$ cat config.mk
export PLATFORM = sky130hd
export DESIGN_NAME = dcache_ctrl_flat
export DESIGN_NICKNAME = d
export VERILOG_FILES = /design/src/rtl/dcache_ctrl_if.sv /design/src/rtl/dcache_ctrl.sv /design/src/flat_wrapper.sv
export SDC_FILE = /design/constraint.sdc
export NUM_CORES = 1
export LEC_CHECK = 0
export BUFFER_PORTS_ARGS = -buffer_cell sky130_fd_sc_hd__buf_2
export CORE_UTILIZATION = 48
export CTS_CLUSTER_DIAMETER = 30
export DETAILED_ROUTE_END_ITERATION = 10
export PLACE_DENSITY = 0.71
export SLEW_MARGIN = 20
export SYNTH_ARGS = -nofsm -noshare
export SYNTH_HDL_FRONTEND = slang
export SYNTH_SLANG_ARGS = --single-unit
$ cat constraint.sdc
create_clock -name clk -period 3.7 [get_ports clk]
set_input_delay 0.37 -clock clk [delete_from_list [all_inputs] [get_ports clk]]
set_output_delay 0.37 -clock clk [all_outputs]
set_load 0.01 [all_outputs]
$ cat src/rtl/dcache_ctrl_if.sv
// dcache_ctrl_if: CPU-side request bus and memory-side line bus of the data cache.
//
// Handshake semantics, both sides:
//   - The requester raises a strobe (d_readC / d_writeC, mem_read / mem_write) and
//     holds it, with its address/data stable, until the responder completes it.
//   - The responder completes it with a single-cycle pulse (d_ready / mem_ack).
//     Data returned by the responder (d_data_r / mem_data_r) is only meaningful
//     in that completion cycle.
//
// Modports:
//   slave  - the cache controller (responds to the CPU, drives memory strobes)
//   master - the environment (CPU MEM stage plus main memory)
//
// Signals:
//   d_readC, d_writeC   CPU load/store request
//   d_address           word address
//   d_data_w / d_data_r store data / load data
//   d_ready             request complete this cycle
//   mem_read, mem_write line fill / single-word write strobes
//   mem_address         fill line base or write word address
//   mem_data_w          write data
//   mem_data_r          fill line, word 0 in [15:0]
//   mem_ack             memory completion pulse
interface dcache_ctrl_if;
  logic        d_readC;
  logic        d_writeC;
  logic [15:0] d_address;
  logic [15:0] d_data_w;
  logic [15:0] d_data_r;
  logic        d_ready;
  logic        mem_read;
  logic        mem_write;
  logic [15:0] mem_address;
  logic [15:0] mem_data_w;
  logic [63:0] mem_data_r;
  logic        mem_ack;

  modport slave (
    input  d_readC, d_writeC, d_address, d_data_w, mem_data_r, mem_ack,
    output d_data_r, d_ready, mem_read, mem_write, mem_address, mem_data_w
  );

  modport master (
    output d_readC, d_writeC, d_address, d_data_w, mem_data_r, mem_ack,
    input  d_data_r, d_ready, mem_read, mem_write, mem_address, mem_data_w
  );
endinterface

$ cat src/rtl/dcache_ctrl.sv
// dcache_ctrl: direct-mapped, write-through, no-write-allocate data cache
// controller between the MEM stage and main memory.
//
// Ports:
//   clk        clock, all state updates on rising edge
//   reset_n    asynchronous active-low reset; clears state and all valid bits
//   bus        dcache_ctrl_if.slave (CPU request side and memory side)
//   dbg_state  current FSM state (IDLE=0, FILL=1, WRITE=2, RESP=3)
//   hit_count, access_count  statistics, present only with DCACHE_STATS_EN
//
// Parameters:
//   INDEX_BITS  line index width; 2^INDEX_BITS lines of 4 x 16-bit words.
//
// Optional feature: define DCACHE_STATS_EN to add the hit/access counters.
//
// Read hits answer combinationally in IDLE. Read misses fill the whole line
// then answer from a latched word in RESP. Writes always go to memory and
// update the cached word only if the line is present when memory acknowledges.
module dcache_ctrl #(
  parameter int INDEX_BITS = 2
) (
  input  logic              clk,
  input  logic              reset_n,
  dcache_ctrl_if.slave      bus,
  output logic [1:0]        dbg_state
`ifdef DCACHE_STATS_EN
  ,
  output logic [15:0]       hit_count,
  output logic [15:0]       access_count
`endif
);

  localparam int LINES    = 1 << INDEX_BITS;
  localparam int TAG_BITS = 14 - INDEX_BITS;

  localparam logic [1:0] IDLE  = 2'd0;
  localparam logic [1:0] FILL  = 2'd1;
  localparam logic [1:0] WRITE = 2'd2;
  localparam logic [1:0] RESP  = 2'd3;

  logic [1:0]          state;
  logic [LINES-1:0]    valid;
  logic [TAG_BITS-1:0] tag_mem  [LINES];
  logic [15:0]         data_mem [LINES][4];
  logic [1:0]          lat_off;
  logic [15:0]         resp_word;

  logic [INDEX_BITS-1:0] req_idx;
  logic [TAG_BITS-1:0]   req_tag;
  logic [INDEX_BITS-1:0] lat_idx;
  logic [TAG_BITS-1:0]   lat_tag;
  logic                  req_hit;
  logic                  lat_hit;
  logic                  read_hit;
  logic                  fill_done;
  logic                  write_done;

  // Incoming request address decode.
  assign req_idx = bus.d_address[INDEX_BITS+1:2];
  assign req_tag = bus.d_address[15:INDEX_BITS+2];
  assign req_hit = valid[req_idx] && (tag_mem[req_idx] == req_tag);

  // mem_address doubles as the latched request address (offset cleared for fills).
  assign lat_idx = bus.mem_address[INDEX_BITS+1:2];
  assign lat_tag = bus.mem_address[15:INDEX_BITS+2];
  assign lat_hit = valid[lat_idx] && (tag_mem[lat_idx] == lat_tag);

  // A simultaneous write request wins, so a read hit only counts when no write is pending.
  assign read_hit   = (state == IDLE) && bus.d_readC && !bus.d_writeC && req_hit;
  assign fill_done  = (state == FILL) && bus.mem_ack;
  assign write_done = (state == WRITE) && bus.mem_ack;

  // Strobes decode straight from state so reset drops them asynchronously.
  assign bus.mem_read  = (state == FILL);
  assign bus.mem_write = (state == WRITE);
  assign bus.d_ready   = (state == RESP) || read_hit;
  assign dbg_state     = state;

  always_comb begin
    bus.d_data_r = '0;
    if (state == RESP) begin
      bus.d_data_r = resp_word;
    end else if (read_hit) begin
      bus.d_data_r = data_mem[req_idx][bus.d_address[1:0]];
    end
  end

  always_ff @(posedge clk or negedge reset_n) begin
    if (!reset_n) begin
      state           <= IDLE;
      valid           <= '0;
      bus.mem_address <= '0;
      bus.mem_data_w  <= '0;
      lat_off         <= '0;
      resp_word       <= '0;
    end else begin
      case (state)
        IDLE: begin
          if (bus.d_writeC) begin
            bus.mem_address <= bus.d_address;
            bus.mem_data_w  <= bus.d_data_w;
            resp_word       <= '0;
            state           <= WRITE;
          end else if (bus.d_readC && !req_hit) begin
            bus.mem_address <= {bus.d_address[15:2], 2'b00};
            lat_off         <= bus.d_address[1:0];
            state           <= FILL;
          end
        end
        FILL: begin
          if (bus.mem_ack) begin
            valid[lat_idx] <= 1'b1;
            resp_word      <= bus.mem_data_r[{lat_off, 4'b0000} +: 16];
            state          <= RESP;
          end
        end
        WRITE: begin
          if (bus.mem_ack) begin
            state <= RESP;
          end
        end
        RESP:    state <= IDLE;
        default: state <= IDLE;
      endcase
    end
  end

  // Tag and data storage carry no reset; the valid bits guard them.
  always_ff @(posedge clk) begin
    if (fill_done) begin
      tag_mem[lat_idx] <= lat_tag;
      for (int w = 0; w < 4; w++) begin
        data_mem[lat_idx][w] <= bus.mem_data_r[16*w +: 16];
      end
    end else if (write_done && lat_hit) begin
      data_mem[lat_idx][bus.mem_address[1:0]] <= bus.mem_data_w;
    end
  end

`ifdef DCACHE_STATS_EN
  always_ff @(posedge clk or negedge reset_n) begin
    if (!reset_n) begin
      hit_count    <= '0;
      access_count <= '0;
    end else begin
      if (bus.d_ready) begin
        access_count <= access_count + 16'd1;
      end
      if (read_hit) begin
        hit_count <= hit_count + 16'd1;
      end
    end
  end
`endif

endmodule

$ cat src/flat_wrapper.sv
// flat-port wrapper written by rule: the top's interface ports become plain ports
module dcache_ctrl_flat 
#(
  parameter int INDEX_BITS = 2
)
  (clk, reset_n, dbg_state, bus_d_readC, bus_d_writeC, bus_d_address, bus_d_data_w, bus_mem_data_r, bus_mem_ack, bus_d_data_r, bus_d_ready, bus_mem_read, bus_mem_write, bus_mem_address, bus_mem_data_w);
  dcache_ctrl_if bus_i ();
  input  logic clk;
  input  logic reset_n;
  output logic [1:0] dbg_state;
  input wire logic [$bits(bus_i.d_readC)-1:0] bus_d_readC;
  input wire logic [$bits(bus_i.d_writeC)-1:0] bus_d_writeC;
  input wire logic [$bits(bus_i.d_address)-1:0] bus_d_address;
  input wire logic [$bits(bus_i.d_data_w)-1:0] bus_d_data_w;
  input wire logic [$bits(bus_i.mem_data_r)-1:0] bus_mem_data_r;
  input wire logic [$bits(bus_i.mem_ack)-1:0] bus_mem_ack;
  output wire logic [$bits(bus_i.d_data_r)-1:0] bus_d_data_r;
  output wire logic [$bits(bus_i.d_ready)-1:0] bus_d_ready;
  output wire logic [$bits(bus_i.mem_read)-1:0] bus_mem_read;
  output wire logic [$bits(bus_i.mem_write)-1:0] bus_mem_write;
  output wire logic [$bits(bus_i.mem_address)-1:0] bus_mem_address;
  output wire logic [$bits(bus_i.mem_data_w)-1:0] bus_mem_data_w;
  assign bus_i.d_readC = bus_d_readC;
  assign bus_i.d_writeC = bus_d_writeC;
  assign bus_i.d_address = bus_d_address;
  assign bus_i.d_data_w = bus_d_data_w;
  assign bus_i.mem_data_r = bus_mem_data_r;
  assign bus_i.mem_ack = bus_mem_ack;
  assign bus_d_data_r = bus_i.d_data_r;
  assign bus_d_ready = bus_i.d_ready;
  assign bus_mem_read = bus_i.mem_read;
  assign bus_mem_write = bus_i.mem_write;
  assign bus_mem_address = bus_i.mem_address;
  assign bus_mem_data_w = bus_i.mem_data_w;
  dcache_ctrl #(.INDEX_BITS(INDEX_BITS)) u_core (.clk(clk), .reset_n(reset_n), .bus(bus_i), .dbg_state(dbg_state));
endmodule
==> run summary <==
The run finished with clean final reports. The category of the worst setup path capture point is an output pin. Including well taps, the total number of placed cells is 1551. Peak supply drop: 0.508 mV. Detailed placement ended at an HPWL of 29500 microns.

The routed design has 46400 microns of wire. The relative contribution of combinational cells to total power was 0.203. Routability-driven placement finished with a final weighted congestion of 0.801. Multi-input combinational cell area: 5490 sq um. Synthesis produced 960 cells.

For the DRC violation total after the first TritonRoute iteration, the log shows 1077. The internal cell power is 11.3 mW, and the fraction of registers with async set or reset after synthesis is 0.156. The logs give 1 for the initial antenna violation count and 0 for the remaining routing DRC violations. Setup repair after global routing could not meet its margin everywhere. Overall power consumption after layout is estimated at 15.9 mW.

The sequential cell area fraction in the yosys report was 0.649. The number of clock sinks was 360; the count of state elements after synthesis was 360. Among all flip-flop cells after synthesis, the most frequent one is sky130_fd_sc_hd__edfxtp_1.

Area added between synthesis and finish: 28.4%. Based on the critical path, the design can be clocked at up to 0.274 GHz. The power share of the sequential group was 0.362; the total area of sequential cells was 10500 sq um. The synthesized netlist occupies a cell area of 16200 sq um. Clock latency on the worst-skew pair, taken at its later pin, is 0.57 ns. For the total track usage, the log shows 0.274. The final hold violation count was 0; the switching power of the nets was 4.61 mW. The logs give 3 for the H-tree depth and 3.28 ns for the data arrival at the endpoint of the critical path.

The routed wire length per instance came out at 27.2 microns. Clock-pin slew was measured on the worst setup and hold paths at 0.05 ns. The non-filler instance count after layout is 1704, and the starting utilization of the core area is 0.493. During I/O placement, the number of pins put on the boundary was 154.

The logs give 10600 for the number of global-route vias before repair and 39 for the maximum number of pins on one net before global-route repair. The final layout net count was 1306; the leakage power total was 7.78 nW. Worst setup path category: register to output pin. Final sum of negative setup slack: 0 ns. The number of port buffers was 153. Along the worst path, the maximum fanout reaches 5. Fraction of final layout cells sized beyond drive strength 1: 0.449.

TritonCTS built the clock tree. Counting distinct cell types in the post-synthesis netlist gives 48. The share of the cycle needed by the critical path after routing was 0.985.

The tree is rooted in a sky130_fd_sc_hd__clkbuf_16. Count of pins over their slew limit: 0. The transition time at the pin with the least slew margin is 1.19 ns. The logs give 0 for the global-route congestion overflow total and 0.0547 ns for the final critical-path setup slack. For the number of iterations in the first detailed-routing pass, the log shows 4. The die is 186 microns wide. For the clock tree buffer depth, the log shows 3. In the routed layout, each cell is associated on average with a via count of 6.16.

The first global-routing pass estimated 66700 microns of wire. The fraction of power spent switching nets works out to 0.290. Setup violations remaining at the end of the flow were counted as 0. Counting every net in the synthesized netlist gives 1066. The worst hold path passes through 3 cells.

Max-cap violations in this run came to 0. In this run the remaining antenna-violating nets after routing total 0. Worst clock skew on the final layout: 0.0294 ns.

Buffers inserted during clock tree synthesis total 75. The class of the tightest hold or removal check is primary input to register. STA classifies the critical path startpoint as a register. The die is 186 microns tall. The mean instance size in the synthesized netlist came out at 16.9 sq um. Summing over every cut layer, the via total after detailed routing is 10500. The part of the total power dissipated in the clock network was 0.435. The floorplan has 66 rows.

At the worst endpoint, the required time is 3.33 ns. The worst path in the final design needs a cycle of 3.65 ns, including I/O delays and setup. Dividing total power by cell area gives a power density of 764 nW/um^2.

The remaining max-slew budget at the tightest pin was 0.204. For the worst flop-to-flop path, the logic depth is 9. OpenSTA, run right after detailed placement, puts the worst setup slack at 0.191 ns.

The tools report the core region area as 32900 sq um. Yosys mapped a number of flops with a built-in enable equal to 304. Counting the fill cells in the layout gives 2368. The floorplan step defined a die boundary enclosing 34500 sq um. The Yosys warning count came out at 0.
what timing repair did:
action                     in CTS  in global routing
resized for setup               1                 25
cloned                          0                  1
setup buffers                   2                  1
hold buffers                    9                  0
hold endpoints to repair       29                  0
pin swaps                       1                  3
setup endpoints to repair      16                 15
worst paths after layout:
kind,from,endpoint,slack (ns)
setup reg to reg,u_core.bus.mem_address[3],u_core.data_mem[2][56],0.24
hold / removal,bus_d_data_w[0],u_core.bus.mem_data_w[0],0.01
max in group asynchronous,reset_n,u_core.resp_word[13],2.47
setup / recovery,u_core.tag_mem[3][10],bus_d_data_r[0],0.05
min in group asynchronous,reset_n,u_core.bus.mem_data_w[11],0.41
hold reg to reg,u_core.valid[0],u_core.valid[0],0.49
power groups by stage:
stage	sequential (mW)	combinational, mW	clock, mW
floorplan	5.60	1.92	0
global placement	5.77	3.06	0
detailed placement	5.80	3.11	0
CTS	5.74	3.15	6.98
global route	5.81	3.45	7.19
finish	5.75	3.23	6.93
flip-flops by register name, summed over array words and instances (netlist names):
name,count
u_core.bus.mem_address,16
u_core.bus.mem_data_w,16
u_core.data_mem,256
u_core.dbg_state,2
u_core.lat_off,2
u_core.resp_word,16
u_core.tag_mem,48
u_core.valid,4
cells by family after synthesis:
| kind of cell | count (synthesis) | synth area share |
|---|---|---|
| muxes | 215 | 0.217 |
| xor gates and xnor gates | 28 | 0.0151 |
| and+or+nand+nor | 153 | 0.0415 |
| AOI/OAI and AO/OA | 114 | 0.0505 |
| adders and majority gates | 5 | 0.00386 |
| buffers and inverters | 85 | 0.0225 |
| DFF | 360 | 0.649 |
Yosys cell counts (14+ instances only):
cell type | number | area share
sky130_fd_sc_hd__xor2_1 | 14 | 0.0076
sky130_fd_sc_hd__inv_1 | 21 | 0.0049
sky130_fd_sc_hd__edfxtp_1 | 304 | 0.56
sky130_fd_sc_hd__mux4_2 | 96 | 0.13
sky130_fd_sc_hd__dfrtp_1 | 56 | 0.086
sky130_fd_sc_hd__mux2_4 | 16 | 0.015
sky130_fd_sc_hd__nand2_1 | 81 | 0.019
sky130_fd_sc_hd__clkbuf_1 | 34 | 0.0079
sky130_fd_sc_hd__nor2_1 | 29 | 0.0067
sky130_fd_sc_hd__a22oi_1 | 14 | 0.0065
sky130_fd_sc_hd__mux2i_1 | 35 | 0.022
sky130_fd_sc_hd__xnor2_1 | 14 | 0.0076
sky130_fd_sc_hd__mux2_2 | 68 | 0.047
sky130_fd_sc_hd__o31ai_1 | 15 | 0.0069
sky130_fd_sc_hd__a22o_1 | 16 | 0.0086
sky130_fd_sc_hd__a21oi_1 | 30 | 0.0093
sky130_fd_sc_hd__nand3_1 | 17 | 0.0052
sky130_fd_sc_hd__buf_2 | 16 | 0.0049
sky130_fd_sc_hd__o311ai_0 | 16 | 0.0086
critical path: stages (launching register included):
cell,delay (ns)
sky130_fd_sc_hd__edfxtp_1,0.40
sky130_fd_sc_hd__mux4_2,0.53
sky130_fd_sc_hd__xnor2_2,0.19
sky130_fd_sc_hd__o2111ai_2,0.19
sky130_fd_sc_hd__nor4_4,0.36
sky130_fd_sc_hd__o21ai_2,0.12
sky130_fd_sc_hd__nand3b_1,0.18
sky130_fd_sc_hd__buf_6,0.16
sky130_fd_sc_hd__buf_4,0.16
sky130_fd_sc_hd__o31ai_4,0.24
sky130_fd_sc_hd__buf_2,0.17
layout by cell type, fill, tap and decap left out, drive strengths merged, types with 2 or more instances in the layout:
master,count
ha,5
buf,218
a22o,16
and2,2
o311ai,16
nand4,3
a21oi,30
mux2,84
o22ai,2
a211oi,2
o31ai,15
a22oi,14
o2111ai,2
mux2i,35
or2,3
xnor2,14
nor3,5
nor4,2
nor2,29
nand2,81
clkinvlp,13
inv,25
clkbuf,88
nand3,17
diode,2
dlygate4sd3,9
dfrtp,56
bufinv,12
o21ai,8
nand2b,4
edfxtp,304
mux4,96
clkinv,20
xor2,14
o21ba,4
metal layers:
layer,global-route usage,share of wire,routed length (microns)
met2,0.431,0.48,22100
met4,0.108,0.029,1370
met1,0.359,0.38,17900
met3,0.0769,0.11,5060
met5,0,0,0
stage by stage:
step | util | hold slack (ns) | area [sq um]
after floorplan | - | 0.0744 | 16200
after global placement | 0.544 | 0.430 | 17900
after detailed placement | 0.544 | 0.443 | 17900
after CTS | 0.628 | 0.00110 | 20600
after global routing | 0.633 | 0.0118 | 20800
final | 0.633 | 0.0110 | 20800
cell type report:
class / count / area share
Timing Repair Buffer: 227 / 0.0730
Multi-Input combinational cell: 515 / 0.264
Clock buffer: 88 / 0.0970
Inverter: 21 / 0.00379
Sequential cell: 360 / 0.506
Tap cell: 442 / 0.0266
Antenna cell: 2 / 0.000240
Clock inverter: 49 / 0.0299
Power figures use the tool's default switching activity.
